### src/rtl/serial_add_sub.sv
// Purpose : multi-cycle two's-complement adder/subtractor, LSB-first, DIGIT bits per clock,
//           with carry-out, carry-into-MSB, signed overflow and optional saturation.
// Latency : WIDTH/DIGIT cycles from accepted start to the done pulse; one op per N+1 cycles.
// Backpressure: none; start is only sampled while not busy, and ignored during a computation.
//
// Ports:
//   clk, rst          rising-edge clock, asynchronous active-high reset
//   start             request; accepted in IDLE or DONE
//   a, b              WIDTH-bit operands, captured on the accepted start edge
//   sub               0: a+b, 1: a-b (as a + ~b + 1), captured with start
//   sat               clamp the result on signed overflow, captured with start
//   busy              high while a computation is in flight
//   done              one-cycle pulse when the result registers update
//   s                 result (raw modular sum, or clamped when sat and ovf)
//   c_msb, c_msb1     carry out of bit WIDTH-1 / carry into bit WIDTH-1 (raw)
//   ovf               signed overflow, c_msb ^ c_msb1
//
// WIDTH must be >= 2 and an integer multiple of DIGIT.
module serial_add_sub #(
    parameter int WIDTH = 8,
    parameter int DIGIT = 1
) (
    input  logic             clk,
    input  logic             rst,
    input  logic             start,
    input  logic [WIDTH-1:0] a,
    input  logic [WIDTH-1:0] b,
    input  logic             sub,
    input  logic             sat,
    output logic             busy,
    output logic             done,
    output logic [WIDTH-1:0] s,
    output logic             c_msb,
    output logic             c_msb1,
    output logic             ovf
);

    localparam int N  = WIDTH / DIGIT;
    localparam int CW = (N > 1) ? $clog2(N) : 1;
    localparam logic [CW-1:0] LAST = CW'(N - 1);

    typedef enum logic [1:0] {
        IDLE = 2'd0,
        RUN  = 2'd1,
        DONE = 2'd2
    } state_t;

    state_t            state;
    logic [WIDTH-1:0]  a_sh;
    logic [WIDTH-1:0]  b_sh;
    logic [WIDTH-1:0]  res_sh;
    logic              carry;
    logic              sat_q;
    logic [CW-1:0]     cnt;

    logic [DIGIT:0]    dsum;
    logic              c_top;
    logic              raw_ovf;
    logic [WIDTH-1:0]  res_next;
    logic [WIDTH-1:0]  sat_val;

    always_comb begin
        dsum = {1'b0, a_sh[DIGIT-1:0]} + {1'b0, b_sh[DIGIT-1:0]} + {{DIGIT{1'b0}}, carry};
        // Sum bit = a ^ b ^ carry_in, so the carry into the digit's top bit falls out
        // of the top sum bit without a second, narrower adder.
        c_top    = dsum[DIGIT-1] ^ a_sh[DIGIT-1] ^ b_sh[DIGIT-1];
        raw_ovf  = dsum[DIGIT] ^ c_top;
        // New digit enters from the MSB side; after N steps the first digit sits at bit 0.
        res_next = (res_sh >> DIGIT) | (WIDTH'(dsum[DIGIT-1:0]) << (WIDTH - DIGIT));
        // Positive overflow always has c_msb=0, negative overflow c_msb=1.
        sat_val  = {dsum[DIGIT], {(WIDTH-1){~dsum[DIGIT]}}};
    end

    always_ff @(posedge clk or posedge rst) begin
        if (rst) begin
            state  <= IDLE;
            a_sh   <= '0;
            b_sh   <= '0;
            res_sh <= '0;
            carry  <= 1'b0;
            sat_q  <= 1'b0;
            cnt    <= '0;
            busy   <= 1'b0;
            done   <= 1'b0;
            s      <= '0;
            c_msb  <= 1'b0;
            c_msb1 <= 1'b0;
            ovf    <= 1'b0;
        end else begin
            case (state)
                IDLE, DONE: begin
                    done <= 1'b0;
                    if (start) begin
                        a_sh  <= a;
                        b_sh  <= b ^ {WIDTH{sub}};
                        sat_q <= sat;
                        carry <= sub;
                        cnt   <= '0;
                        busy  <= 1'b1;
                        state <= RUN;
                    end else begin
                        state <= IDLE;
                    end
                end
                RUN: begin
                    a_sh   <= a_sh >> DIGIT;
                    b_sh   <= b_sh >> DIGIT;
                    res_sh <= res_next;
                    carry  <= dsum[DIGIT];
                    cnt    <= cnt + CW'(1);
                    if (cnt == LAST) begin
                        // All result registers change together on this edge only.
                        s      <= (sat_q && raw_ovf) ? sat_val : res_next;
                        c_msb  <= dsum[DIGIT];
                        c_msb1 <= c_top;
                        ovf    <= raw_ovf;
                        busy   <= 1'b0;
                        done   <= 1'b1;
                        state  <= DONE;
                    end
                end
                default: begin
                    state <= IDLE;
                    busy  <= 1'b0;
                    done  <= 1'b0;
                end
            endcase
        end
    end

endmodule
### config.mk
export PLATFORM = sky130hd
export DESIGN_NAME = serial_add_sub
export DESIGN_NICKNAME = d
export VERILOG_FILES = /design/src/rtl/serial_add_sub.sv
export SDC_FILE = /design/constraint.sdc
export NUM_CORES = 1
export LEC_CHECK = 0
export BUFFER_PORTS_ARGS = -buffer_cell sky130_fd_sc_hd__clkbuf_2
export CORE_MARGIN = 10
export CORE_UTILIZATION = 49
export DETAILED_ROUTE_END_ITERATION = 8
export HOLD_SLACK_MARGIN = 0.06
export PLACE_DENSITY = 0.74
export SYNTH_ARGS = -nofsm -noshare
export SYNTH_HDL_FRONTEND = slang
export SYNTH_SLANG_ARGS = --single-unit
### constraint.sdc
create_clock -name clk -period 1.97 [get_ports clk]
set_input_delay 0.197 -clock clk [delete_from_list [all_inputs] [get_ports clk]]
set_output_delay 0.197 -clock clk [all_outputs]
set_load 0.05 [all_outputs]
==> results of run 1 <==
[how the worst max path moves through the flow]
| stage | slack [ns] | endpoint | from |
|---|---|---|---|
| after floorplan | 0.08 | s[7] | b_sh[0] |
| after global placement | 0.04 | s[7] | a_sh[0] |
| after detailed placement | 0.02 | s[7] | a_sh[0] |
| after CTS | 0.02 | s[2] | a_sh[0] |
| after global routing | -0.05 | s[7] | b_sh[0] |
| final | 0.005 | s[7] | b_sh[0] |
[critical path, cell delays in order, from the launching register on]
cell     delay, ns
dfrtp_1       0.36
inv_2         0.04
fa_1          0.55
xnor3_2       0.39
xor2_4        0.23
o21ai_1       0.08
a22o_1        0.20
[cells by family after synthesis]
kind of cell	Yosys count
compound gates	43
xor+xnor	10
fa+ha+maj	3
buf+inv	14
flops	43
simple gates	65
[metrics by stage]
| stage | total power, W | setup slack (ns) | instances | hold WS [ns] |
|---|---|---|---|---|
| final | 0.004508 | 0.005475 | 266 | 0.1234 |
| after global routing | 0.004865 | -0.04692 | 266 | 0.1215 |
| after CTS | 0.004391 | 0.02265 | 266 | 0.1132 |
| after detailed placement | 0.003745 | 0.01964 | 256 | 0.3429 |
| after global placement | 0.003708 | 0.03732 | 256 | 0.3441 |
| after floorplan | 0.003253 | 0.08445 | 178 | 0.3138 |
[Yosys cell counts, drive strengths merged]
library cell,n
a21oi,7
fa,1
xor2,1
nand2,42
a221o,9
a22oi,6
buf,5
a22o,4
ha,2
nand2b,2
o21ai,16
dfrtp,43
xnor3,1
a31oi,1
clkbuf,3
clkinv,1
nor3,1
xnor2,8
inv,5
nor2b,2
nor2,18
[area by class of cell]
| class | count | area (um^2) | share of cell area |
|---|---|---|---|
| clock inverters | 1 | 5.005 | 0.002241 |
| clock buffers | 7 | 76.32 | 0.03417 |
| flip-flops and latches | 43 | 1076 | 0.4818 |
| multi-input cells | 122 | 780.7 | 0.3496 |
| inverters | 6 | 22.52 | 0.01008 |
| repair buffers | 39 | 212.7 | 0.09524 |
| well taps | 48 | 60.06 | 0.02689 |
[flip-flops by register name, indices dropped and copies added (netlist names)]
signal  flops
cnt         3
done        1
sat_q       1
carry       1
a_sh        8
c_msb1      1
s           8
c_msb       1
busy        1
ovf         1
b_sh        8
state       2
res_sh      7
[timing repair]
action | CTS | global route
pin swaps | 0 | 2
setup endpoints to repair | 1 | 8
gates cloned | 1 | 0
buffers inserted | 0 | 0
hold buffers | 1 | 0
endpoints found under the hold margin | 43 | 0
resized for setup | 0 | 9
[routing by layer]
metal / global-route usage / routed length, um / up-vias
met2: 0.1818 / 1669 / 33
met1: 0.1485 / 1745 / 637
met3: 0.03384 / 211 / 6
met5: 0 / 0 / -
met4: 0.06293 / 61 / 0
li1: - / - / 681
[power by group through the flow]
stage | Sequential, W | Combinational (W) | Clock (W)
finish | 0.00154 | 0.00245 | 0.000525
global route | 0.00160 | 0.00269 | 0.000581
CTS | 0.00153 | 0.00231 | 0.000547
detailed placement | 0.00155 | 0.00220 | 0
global placement | 0.00153 | 0.00218 | 0
floorplan | 0.00194 | 0.00131 | 0
==> flow_metrics.env, run 1 <==
export IMPL_status="completed"
export IMPL_nets=241
export IMPL_cts_tree="yes"
export IMPL_synth_area_mm2=0.001873
export IMPL_drtIter0Drc=107
export IMPL_drive_gt1_frac=0.2569
export IMPL_initial_core_util=0.5078
export IMPL_synth_top_family_by_area="compound AO/OA/AOI/OAI gates"
export IMPL_wl_per_cell_um=13.86
export IMPL_totalWireLength_um=3688
export IMPL_dp_hpwl_um=2555
export IMPL_irDropWorstVdd_mv=0.8193
export IMPL_post_route_min_period_ns=1.965
export IMPL_via_per_inst=5.102
export IMPL_synthSimpleGateAreaFrac=0.1416
export IMPL_drc_errors=0
export IMPL_grt_pass1_wl_um=6203
export IMPL_synth_area_top_cells="dfrtp_1 57%, nand2_1 8.2%, a221o_1 4.3%"
export IMPL_worst_pin_slew_ns=0.5835
export IMPL_cp_data_required_time_ns=2.15
export IMPL_whs_endpoint="a_sh[4]"
export IMPL_stdcell_area_mm2=0.002233
export IMPL_clk_latency_ns=0.29
export IMPL_ys_ff_latch=43
export IMPL_final_core_util=0.6055
export IMPL_hold_path_cell_count=3
export IMPL_firstDrtPassIters=5
export IMPL_r2r_slack_ns=0.005
export IMPL_rows=22
export IMPL_ios=34
export IMPL_clockBufferDepth=2
export IMPL_end_kind="flip-flop"
export IMPL_clk_pin_slew_ns=0.08
export IMPL_start_kind="flip-flop"
export IMPL_rsz0062_at_grt="yes"
export IMPL_drv_cap=0
export IMPL_die_area_mm2=0.006695
export IMPL_syn_nets=202
export IMPL_routabilityCongestion=0.7497
export IMPL_finalHoldViolations=0
export IMPL_clkSinkCount=43
export IMPL_cp_arrival_ns=2.14
export IMPL_synth_compound_area_share=0.1643
export IMPL_yosysWarnings=0
export IMPL_synthCells=178
export IMPL_critPathMaxFanout=5
export IMPL_drv_slew=0
export IMPL_htreeDepth=2
export IMPL_finalSetupTns_ns=0
export IMPL_synth_area_mux_share=0
export IMPL_coreArea_mm2=0.003689
export IMPL_power_frac_comb=0.543
export IMPL_dpl_cell_area_mm2=0.002103
export IMPL_final_cell_mix="43 x dfrtp_1, 41 x nand2_1, 33 x clkbuf_2, 17 x nor2_1"
export IMPL_leakage_nw=1.078
export IMPL_synth_distinct_cells=26
export IMPL_achievable_frequency_mhz=509.0
export IMPL_reg2regPathDepth=6
export IMPL_switching_share=0.4685
export IMPL_via_count=1357
export IMPL_syn2layout_area_growth_pct=19.24
export IMPL_die_w_um=81.83
export IMPL_reg2reg_to="s[7]"
export IMPL_p_int_w=0.002396
export IMPL_p_per_area_mw_per_mm2=2019
export IMPL_reg2reg_from="b_sh[0]"
export IMPL_setup_viol=0
export IMPL_n_fill_cell=326
export IMPL_clock_skew_ns=0.009122
export IMPL_synth_xor_area_share=0.06480
export IMPL_die_h_um=81.83
export IMPL_clkPwrFrac=0.116
export IMPL_slew_headroom=0.6098
export IMPL_syn_area_per_cell_um2=10.52
export IMPL_p_sw_w=0.002112
export IMPL_grt_antenna_before_repair=0
export IMPL_min_delay_start="a[4]"
export IMPL_grt_max_degree=44
export IMPL_worstHoldPathType="in -> reg"
export IMPL_cts_root_buf="clkbuf_8"
export IMPL_portBuffers=33
export IMPL_n_antenna_cell=0
export IMPL_synth_top_area_cell="dfrtp_1"
export IMPL_final_common_cell="dfrtp_1"
export IMPL_grt_use_total=0.1186
export IMPL_synth_fa_ha_area_frac=0.02405
export IMPL_globalRoute_totalOverflow=0
export IMPL_first_global_vias=1334
export IMPL_seq_power_share=0.341
export IMPL_yosysSeqAreaShare=0.5745
export IMPL_synth_top_cell_area_share=0.5745
export IMPL_cts_made_buffers=5
export IMPL_period_share=0.9972
export IMPL_crit_type="reg -> reg"
export IMPL_ant_nets=0
No activity file was read; power rests on OpenSTA's default activity.
==> inputs of run 2 (changes only) <==
GPL_TIMING_DRIVEN = 0   (was default)
==> flow_metrics.env, run 2 (synthesized netlist as in run 1, its figures left out) <==
export IMPL_slew_headroom=0.4238
export IMPL_grt_pass1_wl_um=6651
export IMPL_violations="setup timing"
export IMPL_finalHoldViolations=0
export IMPL_die_w_um=81.83
export IMPL_clkSinkCount=43
export IMPL_die_h_um=81.83
export IMPL_worst_pin_slew_ns=0.8631
export IMPL_ant_nets=0
export IMPL_holdWs_ns=0.06207
export IMPL_irDropWorstVdd_mv=0.8269
export IMPL_setup_viol=1
export IMPL_end_kind="flip-flop"
export IMPL_totalWireLength_um=3813
export IMPL_crit_type="reg -> reg"
export IMPL_hold_buffers=0
export IMPL_p_per_area_mw_per_mm2=2027
export IMPL_final_cell_mix="43 x dfrtp_1, 41 x nand2_1, 32 x clkbuf_2, 17 x nor2_1, 9 x o21ai_0"
export IMPL_leakage_nw=1.077
export IMPL_nets=244
export IMPL_wl_per_cell_um=14.17
export IMPL_n_antenna_cell=0
export IMPL_clock_skew_ns=0.005074
export IMPL_globalRoute_totalOverflow=0
export IMPL_r2r_slack_ns=-0.009
export IMPL_final_common_cell="dfrtp_1"
export IMPL_via_count=1379
export IMPL_grt_use_total=0.1260
export IMPL_crit_chain="inv_2, fa_1, xnor3_2, xor2_4, o21ai_1, a22o_1"
export IMPL_firstDrtPassIters=4
export IMPL_cts_tree="yes"
export IMPL_dp_hpwl_um=2719
export IMPL_drtIter0Drc=75
export IMPL_drive_gt1_frac=0.2489
export IMPL_cts_root_buf="clkbuf_8"
export IMPL_reg2regPathDepth=6
export IMPL_status="finished, violations left"
export IMPL_worstHoldPathType="in -> async"
export IMPL_endpoint="s[7]"
export IMPL_drc_errors=0
export IMPL_rows=22
export IMPL_coreArea_mm2=0.003689
export IMPL_grt_max_degree=44
export IMPL_period_share=1.004
export IMPL_syn2layout_area_growth_pct=18.77
export IMPL_first_global_vias=1463
export IMPL_largestRegisters="a_sh x8, b_sh x8, s x8"
export IMPL_clk_latency_ns=0.29
export IMPL_reg2reg_to="s[7]"
export IMPL_post_route_min_period_ns=1.979
export IMPL_reg2reg_from="b_sh[0]"
export IMPL_fin_ws_ns=-0.008703
export IMPL_max_stage_delay_ns=0.55
export IMPL_cts_made_buffers=5
export IMPL_die_area_mm2=0.006695
export IMPL_crit_start="b_sh[0]"
export IMPL_dp_cells=258
export IMPL_start_kind="flip-flop"
export IMPL_power_total_w=0.004509
export IMPL_cp_slowest_cell="fa_1"
export IMPL_initial_core_util=0.5078
export IMPL_portBuffers=32
export IMPL_rsz0062_at_grt="yes"
export IMPL_clockBufferDepth=2
export IMPL_drv_cap=0
export IMPL_htreeDepth=2
export IMPL_layoutNonFillerInstCount=269
export IMPL_routabilityCongestion=0.7215
export IMPL_stdcell_area_mm2=0.002225
export IMPL_drv_slew=0
export IMPL_cp_data_required_time_ns=2.16
export IMPL_cp_arrival_ns=2.16
export IMPL_dpl_cell_area_mm2=0.002093
export IMPL_via_per_inst=5.126
export IMPL_grt_antenna_before_repair=0
export IMPL_clk_pin_slew_ns=0.08
export IMPL_ios=34
export IMPL_critPathMaxFanout=5
export IMPL_achievable_frequency_mhz=505.4
==> run 2: cell count changes in the layout (fill, tap and decap cells not counted), sizes merged <==
cell	delta
clkinv	-1
clkbuf	+3
buf	+2
dlygate4sd3	-1
==> run 2: repair_timing <==
item                                    4_1_cts  5_1_grt
buffers inserted                              1        1
resized for setup                             2        3
endpoints found under the setup margin        8        9
gates cloned                                  1        0
endpoints found under the hold margin         0        0
pin swaps                                     1        0
==> run 2: worst min path at each step <==
stage / slack, ns / from / end / cells after the start
CTS: 0.10 / rst / ovf / 2
finish: 0.06 / rst / a_sh[2] / 2
detailed placement: 0.42 / rst / a_sh[2] / 2
floorplan: 0.31 / sat / sat_q / 2
global placement: 0.41 / a[6] / a_sh[6] / 3
global route: 0.13 / rst / a_sh[2] / 2
==> run 2: metal layers <==
| layer | GRT usage | wire length (um) | vias to the layer above |
|---|---|---|---|
| li1 | - | - | 690 |
| met1 | 0.1574 | 1752 | 645 |
| met2 | 0.2030 | 1773 | 37 |
| met3 | 0.03275 | 224 | 7 |
| met4 | 0.05102 | 63 | 0 |
| met5 | 0 | 0 | - |
==> run 2: metrics by stage <==
| stage | utilization | TNS [ns] | setup WS, ns |
|---|---|---|---|
| after global placement | 0.5675 | -0.1798 | -0.08203 |
| final | 0.6031 | -0.008703 | -0.008703 |
| after floorplan | - | 0 | 0.08445 |
| after CTS | 0.6011 | -0.01256 | -0.008425 |
| after detailed placement | 0.5675 | -0.1049 | -0.05940 |
| after global routing | 0.6031 | -0.5497 | -0.09350 |
==> run 2: critical path: cells and delay by family, from the launching register on <==
family,cells,cell delay (ns)
flip-flops,1,0.39
adder cells (fa/ha/maj),1,0.55
XOR/XNOR,2,0.61
AO/OA/AOI/OAI,2,0.27
buffers and inverters,1,0.05
==> run 2: area by class of cell <==
cell class | count | area (um^2)
Fill cell | 330 | 1464
Clock buffer | 8 | 100.1
Sequential cell | 43 | 1076
Buffer | 8 | 35.03
Inverter | 6 | 22.52
Multi-Input combinational cell | 122 | 755.7
Timing Repair Buffer | 34 | 175.2
Tap cell | 48 | 60.06
==> run 2: power by group <==
part	switching (W)	internal, W	total [W]
registers	0.000245	0.00129	0.00154
clock network	0.000283	0.000320	0.000603
logic	0.00155	0.000820	0.00237
==> inputs of run 3 (changes only) <==
CAP_MARGIN = 20   (was default)
PLACE_DENSITY = 0.79   (was 0.74)
SETUP_SLACK_MARGIN = 0.02   (was default)
==> flow_metrics.env, run 3 (synthesized netlist as in run 1, its figures left out) <==
export IMPL_status="finished, violations left"
export IMPL_violations="setup timing"
export IMPL_cp_arrival_ns=2.20
export IMPL_hold_buffers=0
export IMPL_clock_skew_ns=0.009324
export IMPL_cp_data_required_time_ns=2.16
export IMPL_die_h_um=81.83
export IMPL_drtIter0Drc=151
export IMPL_reg2reg_from="b_sh[0]"
export IMPL_initial_core_util=0.5078
export IMPL_n_fill_cell=320
export IMPL_ios=34
export IMPL_globalRoute_totalOverflow=0
export IMPL_end_kind="flip-flop"
export IMPL_final_common_cell="dfrtp_1"
export IMPL_n_antenna_cell=0
export IMPL_via_count=1400
export IMPL_wl_per_cell_um=14.39
export IMPL_cts_tree="yes"
export IMPL_clkSinkCount=43
export IMPL_final_cell_mix="43 x dfrtp_1, 41 x nand2_1, 32 x clkbuf_2, 17 x nor2_1"
export IMPL_cp_slowest_cell="fa_1"
export IMPL_drv_cap=0
export IMPL_cts_root_buf="clkbuf_8"
export IMPL_cts_made_buffers=5
export IMPL_grt_antenna_before_repair=0
export IMPL_largestRegisters="a_sh x8, b_sh x8, s x8"
export IMPL_grt_pass1_wl_um=6879
export IMPL_max_stage_delay_ns=0.57
export IMPL_start_kind="flip-flop"
export IMPL_cp_num_buf_inv=1
export IMPL_portBuffers=32
export IMPL_routabilityCongestion=0.7160
export IMPL_ant_nets=0
export IMPL_totalWireLength_um=3901
export IMPL_slew_headroom=0.4229
export IMPL_first_global_vias=1470
export IMPL_dp_hpwl_um=2707
export IMPL_clk_latency_ns=0.30
export IMPL_nets=246
export IMPL_stdcell_area_mm2=0.002291
export IMPL_post_route_min_period_ns=2.009
export IMPL_clockBufferDepth=2
export IMPL_drive_gt1_frac=0.2646
export IMPL_crit_type="reg -> reg"
export IMPL_drc_errors=0
export IMPL_crit_family="XOR/XNOR gates"
export IMPL_finalHoldViolations=0
export IMPL_dpl_cell_area_mm2=0.002093
export IMPL_period_share=1.020
export IMPL_achievable_frequency_mhz=497.8
export IMPL_clk_pin_slew_ns=0.08
export IMPL_final_core_util=0.6211
export IMPL_drv_slew=0
export IMPL_worstHoldPathType="in -> async"
export IMPL_via_per_inst=5.166
export IMPL_grt_max_degree=44
export IMPL_critPathMaxFanout=5
export IMPL_dp_cells=258
export IMPL_die_w_um=81.83
export IMPL_coreArea_mm2=0.003689
export IMPL_setup_viol=5
export IMPL_crit_start="b_sh[0]"
export IMPL_die_area_mm2=0.006695
export IMPL_rsz0062_at_grt="yes"
export IMPL_layoutNonFillerInstCount=271
export IMPL_syn2layout_area_growth_pct=22.31
export IMPL_fin_ws_ns=-0.03882
export IMPL_firstDrtPassIters=4
export IMPL_finalSetupTns_ns=-0.1179
export IMPL_grt_use_total=0.1320
export IMPL_htreeDepth=2
export IMPL_rows=22
export IMPL_crit_chain="inv_2, fa_1, xnor3_2, xor2_4, o21ai_1, a22o_1"
export IMPL_worst_pin_slew_ns=0.8644
-- run 3: changes by cell type in the layout (fill, tap and decap cells not counted) --
cell / before / now
buf_4: 2 / 4
clkbuf_8: 7 / 5
bufinv_16: 0 / 2
o21ai_2: 0 / 1
a21oi_2: 0 / 1
o21ai_0: 9 / 8
a21oi_1: 7 / 6
xor2_2: 1 / 0
xor2_4: 1 / 2
-- run 3: what timing repair did --
action                                  4_1_cts  5_1_grt
endpoints found under the setup margin        8        9
pin swaps                                     3        4
gates resized for setup                       3        6
buffers inserted                              2        2
gates cloned                                  1        0
-- run 3: worst paths after layout --
| check | endpoint | slack (ns) | depth (start not counted) |
|---|---|---|---|
| max | s[7] | -0.04 | 6 |
| min | a_sh[6] | 0.06 | 2 |
| max reg2reg | s[7] | -0.04 | 6 |
| min reg2reg | a_sh[5] | 0.48 | 2 |
| max in group asynchronous | sat_q | 1.37 | 2 |
| min in group clk | a_sh[5] | 0.12 | 3 |
-- run 3: metrics by stage --
step,worst slack (ns),hold slack (ns)
after floorplan,0.08445,0.3138
after global placement,-0.05811,0.4166
after detailed placement,-0.06488,0.4118
after CTS,0.008905,0.08801
after global routing,-0.09768,0.1150
final,-0.03882,0.05924
-- run 3: layout make-up --
| type | instances | area [um^2] | area share |
|---|---|---|---|
| Multi-Input combinational cell | 122 | 774.5 | 0.3381 |
| Clock inverter | 2 | 60.06 | 0.02622 |
| Sequential cell | 43 | 1076 | 0.4697 |
| Buffer | 8 | 35.03 | 0.01529 |
| Tap cell | 48 | 60.06 | 0.02622 |
| Timing Repair Buffer | 36 | 190.2 | 0.08301 |
| Clock buffer | 6 | 72.57 | 0.03168 |
| Inverter | 6 | 22.52 | 0.009831 |
-- run 3: layer usage --
layer / wire length [um] / part of all wire / GRT usage / vias up
li1: - / - / - / 689
met1: 1798 / 0.46 / 0.1648 / 672
met2: 1769 / 0.45 / 0.2077 / 34
met3: 267 / 0.068 / 0.04694 / 5
met4: 65 / 0.017 / 0.04592 / 0
met5: 0 / 0 / 0 / -
Power of run 3 is left out: the tool's default activity adds up to more than one toggle a clock period on the data nets, which glitch-free logic cannot reach.
